**src/rtl/mem_access_ctrl.sv**
```systemverilog
// mem_access_ctrl: MEM-stage memory access controller. Issues the memory request,
// stalls the pipeline on a miss until completion or timeout, and reports load data and errors.
`default_nettype none

module mem_access_ctrl #(
    parameter int TIMEOUT = 32
) (
    input  logic        clk,
    input  logic        rst,
    input  logic        instValid,
    input  logic        memReadIn,
    input  logic        memWriteIn,
    input  logic [15:0] addrIn,
    input  logic [15:0] wdataIn,
    input  logic        memDone,
    input  logic        memErr,
    input  logic [15:0] memRdata,
    output logic        memEn,
    output logic        memWr,
    output logic [15:0] memAddr,
    output logic [15:0] memWdata,
    output logic        stallPipe,
    output logic        bubbleWb,
    output logic [15:0] rdataOut,
    output logic        errOut
);

    typedef enum logic [1:0] {
        IDLE = 2'd0,
        WAIT = 2'd1,
        DONE = 2'd2
    } state_t;

    localparam logic [5:0] TIMEOUT_LAST = 6'(TIMEOUT - 1);

    state_t      state, state_nxt;
    logic [5:0]  cnt, cnt_nxt;
    logic [15:0] hold_addr, hold_addr_nxt;
    logic [15:0] hold_wdata, hold_wdata_nxt;
    logic        hold_wr, hold_wr_nxt;
    logic [15:0] res_data, res_data_nxt;
    logic        res_err, res_err_nxt;

    logic access;
    assign access = instValid & (memReadIn | memWriteIn);

    always_ff @(posedge clk or negedge rst) begin
        if (!rst) begin
            state      <= IDLE;
            cnt        <= '0;
            hold_addr  <= '0;
            hold_wdata <= '0;
            hold_wr    <= 1'b0;
            res_data   <= '0;
            res_err    <= 1'b0;
        end else begin
            state      <= state_nxt;
            cnt        <= cnt_nxt;
            hold_addr  <= hold_addr_nxt;
            hold_wdata <= hold_wdata_nxt;
            hold_wr    <= hold_wr_nxt;
            res_data   <= res_data_nxt;
            res_err    <= res_err_nxt;
        end
    end

    // Everything is gated by rst so outputs fall to zero asynchronously,
    // including the combinational IDLE request path.
    always_comb begin
        state_nxt      = state;
        cnt_nxt        = cnt;
        hold_addr_nxt  = hold_addr;
        hold_wdata_nxt = hold_wdata;
        hold_wr_nxt    = hold_wr;
        res_data_nxt   = res_data;
        res_err_nxt    = res_err;
        memEn          = 1'b0;
        memWr          = 1'b0;
        memAddr        = '0;
        memWdata       = '0;
        stallPipe      = 1'b0;
        bubbleWb       = 1'b0;
        rdataOut       = '0;
        errOut         = 1'b0;

        if (rst) begin
            case (state)
                IDLE: begin
                    if (access) begin
                        if (addrIn[0]) begin
                            errOut = 1'b1;
                        end else begin
                            memEn    = 1'b1;
                            memAddr  = addrIn;
                            memWdata = wdataIn;
                            memWr    = memWriteIn;
                            if (memDone) begin
                                rdataOut = memWriteIn ? 16'h0000 : memRdata;
                                errOut   = memErr;
                            end else begin
                                stallPipe      = 1'b1;
                                bubbleWb       = 1'b1;
                                hold_addr_nxt  = addrIn;
                                hold_wdata_nxt = wdataIn;
                                hold_wr_nxt    = memWriteIn;
                                cnt_nxt        = '0;
                                state_nxt      = WAIT;
                            end
                        end
                    end
                end
                WAIT: begin
                    memAddr   = hold_addr;
                    memWdata  = hold_wdata;
                    memWr     = hold_wr;
                    stallPipe = 1'b1;
                    bubbleWb  = 1'b1;
                    // A completion in the timeout cycle still carries the real result.
                    if (memDone) begin
                        res_data_nxt = hold_wr ? 16'h0000 : memRdata;
                        res_err_nxt  = memErr;
                        state_nxt    = DONE;
                    end else if (cnt == TIMEOUT_LAST) begin
                        res_data_nxt = 16'h0000;
                        res_err_nxt  = 1'b1;
                        state_nxt    = DONE;
                    end else begin
                        cnt_nxt = cnt + 6'd1;
                    end
                end
                DONE: begin
                    rdataOut  = res_data;
                    errOut    = res_err;
                    state_nxt = IDLE;
                end
                default: state_nxt = IDLE;
            endcase
        end
    end

endmodule

`default_nettype wire

```
**config.mk**
```make
export PLATFORM = sky130hd
export DESIGN_NAME = mem_access_ctrl
export DESIGN_NICKNAME = d
export VERILOG_FILES = /design/src/rtl/mem_access_ctrl.sv
export SDC_FILE = /design/constraint.sdc
export NUM_CORES = 1
export LEC_CHECK = 0
export ABC_AREA = 1
export BUFFER_PORTS_ARGS = -buffer_cell sky130_fd_sc_hd__buf_2
export CAP_MARGIN = 10
export CORE_MARGIN = 2
export CORE_UTILIZATION = 42
export DETAILED_ROUTE_END_ITERATION = 8
export PLACE_DENSITY = 0.77
export SLEW_MARGIN = 20
export SYNTH_ARGS = -nofsm -noshare
export SYNTH_HDL_FRONTEND = slang
export SYNTH_SLANG_ARGS = --single-unit
```
**constraint.sdc**
```tcl
create_clock -name clk -period 4.7 [get_ports clk]
set_input_delay 0.705 -clock clk [delete_from_list [all_inputs] [get_ports clk]]
set_output_delay 0.705 -clock clk [all_outputs]
set_load 0.01 [all_outputs]
```
==> Yosys cells after proc, flatten, opt, wreduce, memory -nomap -nowiden <==
Index checks and enable logic that the tools add are counted.
{ "op_classes": {"add_sub_neg": 1, "n_eq_ne": 9, "n_mux": 49, "bitwise_logic": 4, "reduce_logical": 7} }
{ "op_table": {"columns": ["operator", "count"], "rows": [
  ["two-way mux 16 bit", 14],
  ["one-hot mux 16 bit (2 select lines)", 3],
  ["two-way mux 6 bit", 5],
  ["two-way mux 1 bit", 17],
  ["one-hot mux 6 bit (2 select lines)", 1],
  ["two-way mux 2 bit", 5],
  ["inequality test 2 bit, second input constant", 5],
  ["AND reduction 5 bit", 2],
  ["AND reduction 7 bit", 1],
  ["adder 6 x 1 -> 6 bit, second input constant", 1],
  ["== test 6 x 5 -> 1 bit, second input constant", 1],
  ["one-hot mux 1 bit (2 select lines)", 3],
  ["one-hot mux 2 bit (2 select lines)", 1],
  ["nonzero test 2 bit", 2],
  ["inequality test 3 bit, second input constant", 1],
  ["AND reduction 3 bit", 1],
  ["== test 2 x 1 -> 1 bit, second input constant", 1],
  ["== test 2 bit, second input constant", 1],
  ["zero test 2 bit", 1],
  ["inverter 1 bit", 2],
  ["bitwise AND 1 bit", 1],
  ["OR 1 bit", 1]
]} }
{ "word_totals": {"regBits": 57, "input_bits": 55, "output_inout_bits": 53, "wordCells": 77} }

==> Logic depth before layout (Yosys ltp) <==
Gate-level depths: netlist (run 1).
{ "logic_depth": {"ltp_word": 6, "mapped_depth": 8, "depth_no_buf": 8} }

==> Least setup slack after synthesis (run 1) <==
Ideal clock, no wire load.
{ "synth_timing": {"kind": "input to output", "from": "in memWriteIn", "to": "out rdataOut[10]", "arrival_ns": 1.575, "required_time_ns": 3.995, "setup_slack_ns": 2.420, "cell_stages": 7, "path_cell_list": "inv_2 nand2_2 nand3_4 inv_1 buf_2 nand3_1 a21oi_1"} }
{ "synth_via": {"elab_chain_cells": 6, "word_cells_on_any_way": 8, "cone_classes": "mux: 6; bitwise: 2"} }
{ "synth_lines": {"columns": ["element", "line", "text"], "rows": [
  ["start, declared", "12", "input logic memWriteIn,"],
  ["two-way mux 16 bit", "98", "rdataOut = memWriteIn ? 16'h0000 : memRdata;"],
  ["two-way mux 16 bit", "97", "if (memDone) begin"],
  ["two-way mux 16 bit", "90", "if (addrIn[0]) begin"],
  ["two-way mux 16 bit (*)", "89", "if (access) begin"],
  ["one-hot mux 16 bit (2 select lines) (*)", "87", "case (state)"],
  ["two-way mux 16 bit (*)", "86", "if (rst) begin"],
  ["end, declared", "24", "output logic [15:0] rdataOut,"]
]} }
Every way passes the cells marked *; elsewhere a longest branch is shown, timed or not.

==> Worst setup path in the final report (run 1) <==
{ "layout_timing": {"from": "in memWriteIn", "to": "out memWdata[8]"} }
{ "layout_via": {"elab_chain_cells": 5} }
{ "layout_lines": {"columns": ["element", "line", "text"], "rows": [
  ["OR 1 bit", "45", "assign access = instValid & (memReadIn | memWriteIn);"],
  ["bitwise AND 1 bit", "45", null],
  ["two-way mux 16 bit", "89", null],
  ["one-hot mux 16 bit (2 select lines)", "87", null],
  ["two-way mux 16 bit", "86", null],
  ["end, declared", "21", "output logic [15:0] memWdata,"]
]} }
No other way between the ends.

==> results of run 1 <==
[power groups by stage]
stage,logic [W],clock network [W],registers (W)
6_report,0.000558,0.000464,0.000793
5_1_grt,0.000641,0.000504,0.000816
4_1_cts,0.000563,0.000480,0.000790
3_5_place_dp,0.000562,0,0.000797
3_3_place_gp,0.000543,0,0.000787
2_1_floorplan,0.000427,0,0.000767
[worst register-to-register path, cell delays in order, from the launching register on]
cell     delay, ns
dfrtp_1       0.43
inv_1         0.16
nand2_1       0.13
nor2_4        0.64
nand3_4       0.81
nand2_1       0.35
o21ai_2       0.07
[per-layer routing]
| metal | part of all wire | routed length (um) | vias up |
|---|---|---|---|
| li1 | - | - | 1732 |
| met1 | 0.46 | 3810 | 1522 |
| met2 | 0.46 | 3830 | 137 |
| met3 | 0.076 | 636 | 8 |
| met4 | 0.0098 | 82 | 0 |
| met5 | 0 | 0 | - |
[worst min path at each step]
stage                                        start                  endpoint
after floorplan                                rst        cnt[0]$_DFFE_PN0P_
final                           cnt[5]$_DFFE_PN0P_        cnt[5]$_DFFE_PN0P_
after global placement    hold_addr[4]$_DFFE_PN0P_  hold_addr[4]$_DFFE_PN0P_
after global routing      hold_addr[9]$_DFFE_PN0P_  hold_addr[9]$_DFFE_PN0P_
after CTS                       cnt[5]$_DFFE_PN0P_        cnt[5]$_DFFE_PN0P_
after detailed placement        cnt[5]$_DFFE_PN0P_        cnt[5]$_DFFE_PN0P_
[Yosys cell counts (all sizes together)]
cell and n:
o21ai 53, nand3 31, clkbuf 13, inv 48, conb 1, dfrtp 57, buf 18, nand2 182
nand4 6, nand3b 1, a21oi 50, nor3 2, ha 1, nor2 29
[cells by family after synthesis]
logic type / after synthesis
buf+inv: 79
simple gates: 251
compound gates: 103
fa+ha+maj: 1
flops: 57
other cells: 1
[layout make-up]
type	instances	area (um2)
clock inverter	6	67.6
timing repair buffer	108	546
inverter	48	180
fill	816	3950
multi-input combinational	356	1700
tap	105	131
sequential	57	1430
clock buffer	10	138
[flip-flops by register name, indices dropped and copies added (netlist names)]
name and cells:
cnt 6, hold_addr 15, hold_wdata 16, hold_wr 1, res_data 16, res_err 1, state 2
[through the flow]
step / utilization / hold slack [ns]
after floorplan: - / 0.409
after global placement: 0.489 / 0.464
after detailed placement: 0.489 / 0.465
after CTS: 0.515 / 0.484
after global routing: 0.515 / 0.501
final: 0.515 / 0.481
[cells in the final DEF, fill, tap and decap left out, types with 6 or more instances in the layout]
cell type  Yosys  routed
nand2_1      180     180
clkbuf_8       0      10
nand3_1       28      28
nor2_1        27      26
o21ai_2       30      30
a21oi_1       49      49
inv_1         46      46
nand4_1        6       6
buf_2         10     106
o21ai_0       20      20
dfrtp_1       57      57
==> qor.yml, run 1 <==
synth_fa_ha_area_frac: 0.00359
finalHoldViolCount: 0
place_inst: 674
finalPower_w: 0.00182
clkSinkCount: 57
cts_buffers: 9
io_pins: 108
crit_buf_inv: 3
routed_via_density: 4.93
cts.path.max_buffers: 2
reg2regPathDepth: 6
first_pass_iters: 5
post_route_cells_drive_above_1_share: 0.282
finalWorstSetupSlack_ns: 1.57
pre_cts_ws_ns: 1.36
yosysTopAreaCellShare: 0.409
status: "finished, final reports clean"
cp_top_family: "simple AND/OR/NAND/NOR gates"
clk_latency_ns: 0.34
use_met2: 0.317
intPower_w: 0.00115
cts_resized: 0
root_buffer: "clkbuf_8"
overflow: 0
tightest_slew_ns: 1.01
tritoncts: "yes"
p_leak_nw: 2.15
use_met1: 0.250
area_growth_pct: 20.2
ys_types: 25
first_global_vias: 3054
die_y_um: 95.1
maxSlewHeadroom: 0.323
ys_ff_latch: 57
maxSlewViolCount: 0
rsz0062_at_grt: "no"
rows: 33
worst-endpoint-arrival_ns: 2.42
start_util: 0.428
drc: 0
dpl_cell_area_um2: 3980
dr_total_vias: 3399
setup_viol: 0
combPwrFrac: 0.308
cp_max_fo: 33
cp_num_cells: 8
timing.final.crit_share: 0.665
place_congestion: 0.819
portBuffers: 106
syn_inst: 492
synth-seq-area-share: 0.409
grt_pass1_wl_um: 13700
yosysTopAreaCell: "dfrtp_1"
netlist_area_um2: 3480
crit_start: "memWriteIn"
synth_top_family_by_area: "simple AND/OR/NAND/NOR gates"
worstHoldPathCells: 2
clkPwrFrac: 0.256
cts-hold-fix-buffers: 0
fp.dieW_um: 95.1
grt_usage: 0.193
grtUsageMet3: 0.0561
cp-start-kind: "input port"
fin_tns_setup_ns: 0
h-tree-depth: 3
instances_no_fill: 690
vdd_drop_max_v: 0.000228
syn_area_per_cell_um2: 7.08
cp-endpoint: "memWdata[8]"
wl_per_cell_um: 12.1
worst_ep_required_time_ns: 3.99
diodes: 0
hold_class: "flip-flop to flip-flop"
grt.busiest_layer: "met2"
yosys.area_share.simple: 0.301
path_clk_slew_ns: 0.07
yosys_warnings: 0
wl_um: 8370
switching_share: 0.368
cp_slowest_cell: "nor2_4"
drt-initial-drc-count: 223
post_cts_buffers: 0
seqPwrFrac: 0.437
ant_nets: 0
criticalPathCategory: "input port to primary output"
worst_r2r_endpoint: "hold_addr[14]$_DFFE_PN0P_"
grt_max_degree: 65
synth-compound-area-share: 0.181
nets: 636
power.density_nw_per_um2: 434
max_stage_delay_ns: 0.62
layout_min_cycle_time_ns: 3.13
crit_path_end_kind: "primary output"
synthXorXnorAreaFrac: 0
clock_skew_ns: 0.00656
synth_area_leaders: "dfrtp_1 41%, nand2_1 19%, o21ai_2 7.5%"
syn-num-nets: 548
clock.fmax_ghz: 0.320
drv_cap: 0
antenna_found_initial: 0
stdcell_area_um2: 4190
core_um2: 8130
power.net_switching_w: 0.000669
crit_chain: "buf_2 > inv_2 > nand2_2 > nand3_4 > nor2_4 > nand2_1 > a21oi_1 > buf_2"
die_area_um2: 9040
crit_top_cell: "buf_2"
reg2reg_from: "state[0]$_DFFE_PN0P_"
regToRegSetupSlack_ns: 1.97
synth_mux_area_frac: 0
hpwl_um: 5600
Note: power is estimated with default switching activity, not from simulation.
==> inputs of run 2 (changes only) <==
Settings changed: PLACE_DENSITY 0.77 to 0.79.
Clock period 4.7 ns to 2.5 ns, I/O delays scaled along.
==> qor.yml, run 2 (same netlist as run 1, synthesis figures left out) <==
status: "finished, final reports clean"
antenna_found_initial: 0  # unchanged
layout_min_cycle_time_ns: 2.31
hold_class: "input port to async pin"
place_congestion: 0.815  # -0.60%
post_route_cells_drive_above_1_share: 0.292  # +0.00969
maxSlewHeadroom: 0.616  # +0.293
rsz0062_at_grt: "no"
nets: 645  # +1.4%
wl_per_cell_um: 12.4  # +2.0%
cp_slowest_cell: "dfrtp_1"
fin_tns_setup_ns: 0  # unchanged
root_buffer: "clkbuf_8"
die_y_um: 95.1  # unchanged
core_um2: 8130  # unchanged
dr_total_vias: 3484  # +2.5%
setup_viol: 0  # unchanged
cp-start-kind: "flip-flop"
start_util: 0.428  # unchanged
worst_ep_required_time_ns: 2.12  # -1.87 ns
multi_input_area_um2: 1700  # unchanged
portBuffers: 106  # unchanged
drc: 0  # unchanged
routed_via_density: 4.99  # +1.3%
fp.dieW_um: 95.1  # unchanged
regToRegSetupSlack_ns: 0.51  # -1.46 ns
place_inst: 683  # +1.3%
hpwl_um: 6170  # +10%
clock_skew_ns: 0.00418  # -0.00238 ns
mostFrequentLayoutCells: "180 x nand2_1, 106 x buf_2, 57 x dfrtp_1, 49 x a21oi_1, 46 x inv_1"
rows: 33  # unchanged
cts_resized: 0  # unchanged
crit_chain: "inv_1 > nand2_1 > nor2_4 > buf_4 > nand2_1 > a21oi_1 > buf_2"
area_growth_pct: 22.7
criticalPathCategory: "flip-flop to primary output"
cts-hold-fix-buffers: 0  # unchanged
cts.path.max_buffers: 2  # unchanged
drv_cap: 0  # unchanged
path_clk_slew_ns: 0.06  # about the same
diodes: 0  # unchanged
crit_top_cell: "nand2_1"
clock.fmax_ghz: 0.433
fillerInstances: 799  # -2.1%
crit_buf_inv: 3  # unchanged
first_pass_iters: 4  # -1
max_stage_delay_ns: 0.42  # -0.20 ns
instances_no_fill: 698  # +1.2%
tritoncts: "yes"
wl_um: 8640  # +3.2%
ant_nets: 0  # unchanged
maxSlewViolCount: 0  # unchanged
cts_buffers: 9  # unchanged
io_pins: 108  # unchanged
grt_max_degree: 41  # -37%
finalHoldViolCount: 0  # unchanged
grt_usage: 0.198  # +0.00572
reg_top3: "hold_wdata (16), res_data (16), hold_addr (15)"
clk_latency_ns: 0.33  # about the same
crit_path_end_kind: "primary output"
worst-endpoint-arrival_ns: 1.93  # -0.49 ns
timing.final.crit_share: 0.924
fin_util: 0.526  # +0.0109
h-tree-depth: 3  # unchanged
first_global_vias: 3127  # +2.4%
drt-initial-drc-count: 184  # -17%
clkSinkCount: 57  # unchanged
p_leak_nw: 2.22  # +3.0%
finalPower_w: 0.00350  # +93%
power.density_nw_per_um2: 818  # +89%
vdd_drop_max_v: 0.000321  # +41%
die_area_um2: 9040  # unchanged
grt_pass1_wl_um: 14100  # +2.5%
overflow: 0  # unchanged
tightest_slew_ns: 0.576  # -0.436 ns
cp_max_fo: 20  # -39%
cp_top_family: "buffers and inverters"
layout_commonest_cell: "nand2_1"
ff_latch_area_um2: 1430  # unchanged
post_cts_buffers: 0  # unchanged
==> run 2: path summary, 6_finish.rpt <==
path	from	endpoint	cells after the start
setup / recovery	state[0]$_DFFE_PN0P_	memWdata[7]	7
hold / removal	rst	state[1]$_DFFE_PN0P_	2
setup reg to reg	cnt[0]$_DFFE_PN0P_	res_data[15]$_DFFE_PN0P_	5
hold reg to reg	hold_wdata[10]$_DFFE_PN0P_	hold_wdata[10]$_DFFE_PN0P_	2
max in group asynchronous	rst	hold_wr$_DFFE_PN0P_	3
min in group clk	wdataIn[5]	hold_wdata[5]$_DFFE_PN0P_	3
==> run 2: through the flow <==
step                setup WS, ns  area, um2  hold WS [ns]
global placement           0.358       4060         0.462
CTS                        0.182       4280         0.113
finish                     0.191       4280         0.118
global route              0.0100       4280         0.133
detailed placement         0.339       4060         0.467
floorplan                  0.820       3480        0.0794
==> run 2: routing by layer <==
metal,up-vias,global-route usage,part of all wire
li1,1749,-,-
met4,0,0.0700,0.013
met1,1579,0.250,0.45
met2,143,0.336,0.47
met3,13,0.0427,0.075
met5,-,0,0
==> run 2: layout make-up <==
class,count,share of cell area
Multi-Input combinational cell,356,0.397
Sequential cell,57,0.334
Timing Repair Buffer,117,0.146
Inverter,48,0.0421
Clock buffer,13,0.0418
Tap cell,105,0.0307
Clock inverter,2,0.00819
==> run 2: report_power, final <==
part | internal (W) | switching [W]
logic | 0.000420 | 0.000666
registers | 0.00128 | 0.000212
clock network | 0.000562 | 0.000359
total | 0.00226 | 0.00124
==> inputs of run 3 (changes only) <==
Settings changed: SETUP_SLACK_MARGIN set to 0.2.
==> qor.yml, run 3 (same netlist as run 1, synthesis figures left out) <==
status: "finished, final reports clean"
drv_cap: 0  # unchanged
p_leak_nw: 2.22  # +0.32%
nets: 646  # +0.16%
power.density_nw_per_um2: 816  # -0.23%
die_area_um2: 9040  # unchanged
clock_skew_ns: 0.00377  # -0.000407 ns
vdd_drop_max_v: 0.000320  # -0.21%
h-tree-depth: 3  # unchanged
post_route_cells_drive_above_1_share: 0.295  # +0.00288
first_global_vias: 3127  # unchanged
io_pins: 108  # unchanged
antenna_found_initial: 0  # unchanged
max_stage_delay_ns: 0.43  # about the same
cp_top_family: "buffers and inverters"
tritoncts: "yes"
reg_top3: "hold_wdata (16), res_data (16), hold_addr (15)"
dr_total_vias: 3470  # -0.40%
cp_slowest_cell: "dfrtp_1"
cts_buffers: 9  # unchanged
cts-hold-fix-buffers: 0  # unchanged
routed_via_density: 4.96  # -0.54%
clkSinkCount: 57  # unchanged
fillerInstances: 796  # -0.38%
crit_top_cell: "nand2_1"
path_clk_slew_ns: 0.06  # about the same
criticalPathCategory: "flip-flop to primary output"
tightest_slew_ns: 0.578  # +0.00254 ns
drt-initial-drc-count: 158  # -14%
core_um2: 8130  # unchanged
finalHoldViolCount: 0  # unchanged
overflow: 0  # unchanged
hold_class: "input port to async pin"
wl_um: 8640  # about the same
fin_tns_setup_ns: 0  # unchanged
finalPower_w: 0.00350  # +0.21%
ant_nets: 0  # unchanged
crit_chain: "inv_1 > nand2_1 > nor2_4 > buf_8 > nand2_1 > a21oi_1 > buf_2"
worst_ep_required_time_ns: 2.12  # about the same
fp.dieW_um: 95.1  # unchanged
start_util: 0.428  # unchanged
wl_per_cell_um: 12.4  # about the same
grt_pass1_wl_um: 14100  # unchanged
timing.final.crit_share: 0.861  # -0.0631
maxSlewViolCount: 0  # unchanged
dpl_cell_area_um2: 4060  # unchanged
cp_max_fo: 20  # unchanged
portBuffers: 106  # unchanged
grt_usage: 0.198  # unchanged
cts.path.max_buffers: 2  # unchanged
clk_latency_ns: 0.33  # about the same
crit_buf_inv: 3  # unchanged
rsz0062_at_grt: "no"
layout_min_cycle_time_ns: 2.15  # -0.158 ns
die_y_um: 95.1  # unchanged
mostFrequentLayoutCells: "180 x nand2_1, 106 x buf_2, 57 x dfrtp_1, 49 x a21oi_1, 45 x inv_1"
first_pass_iters: 4  # unchanged
clock.fmax_ghz: 0.465  # +7.3%
crit_path_end_kind: "primary output"
worst-endpoint-arrival_ns: 1.78  # -0.15 ns
root_buffer: "clkbuf_8"
hpwl_um: 6170  # unchanged
cp-start-kind: "flip-flop"
setup_viol: 0  # unchanged
grt_max_degree: 41  # unchanged
diodes: 0  # unchanged
rows: 33  # unchanged
maxSlewHeadroom: 0.614  # -0.00170
area_growth_pct: 23.3
stdcell_area_um2: 4290  # +0.44%
layout_commonest_cell: "nand2_1"
drc: 0  # unchanged
place_congestion: 0.815  # unchanged
run 3: area by class of cell:
class                      count  area [um2]  area share
multi-input combinational    356        1700       0.395
sequential                    57        1430       0.332
timing repair buffer         118         644       0.150
inverter                      48         180      0.0420
clock buffer                  13         179      0.0417
tap                          105         131      0.0306
clock inverter                 2        35.0     0.00816
run 3: layer usage:
metal | track usage | share of wire | vias up
li1 | - | - | 1753
met1 | 0.250 | 0.44 | 1574
met2 | 0.336 | 0.47 | 133
met3 | 0.0427 | 0.073 | 10
met4 | 0.0700 | 0.012 | 0
met5 | 0 | 0 | -
run 3: power by group:
group	switching (W)	internal, W	total, W	leakage, nW
registers	0.000212	0.00128	0.00149	0.740
clock network	0.000359	0.000562	0.000921	0.112
logic	0.000667	0.000427	0.00109	1.37
run 3: worst paths after layout:
check	startpoint	endpoint	slack, ns	cells after the start
max	state[1]$_DFFE_PN0P_	memWdata[7]	0.35	7
min	rst	state[1]$_DFFE_PN0P_	0.12	2
max reg2reg	cnt[0]$_DFFE_PN0P_	res_data[15]$_DFFE_PN0P_	0.51	5
min reg2reg	hold_wdata[10]$_DFFE_PN0P_	hold_wdata[10]$_DFFE_PN0P_	0.48	2
max in group asynchronous	rst	res_data[2]$_DFFE_PN0P_	1.63	3
min in group clk	wdataIn[6]	hold_wdata[6]$_DFFE_PN0P_	0.29	3
run 3: repair_timing:
| item | CTS | global route |
|---|---|---|
| pin swaps | 0 | 1 |
| setup endpoints to repair | 1 | 27 |
| setup buffers | 0 | 1 |
| gates resized for setup | 1 | 3 |
run 3: metrics by stage:
stage / std cells / utilization / worst slack, ns / hold WS, ns
2_1_floorplan: 492 / - / 0.820 / 0.0794
3_3_place_gp: 683 / 0.499 / 0.358 / 0.462
3_5_place_dp: 683 / 0.499 / 0.339 / 0.467
4_1_cts: 698 / 0.526 / 0.220 / 0.113
5_1_grt: 699 / 0.528 / 0.207 / 0.133
6_report: 699 / 0.528 / 0.349 / 0.118
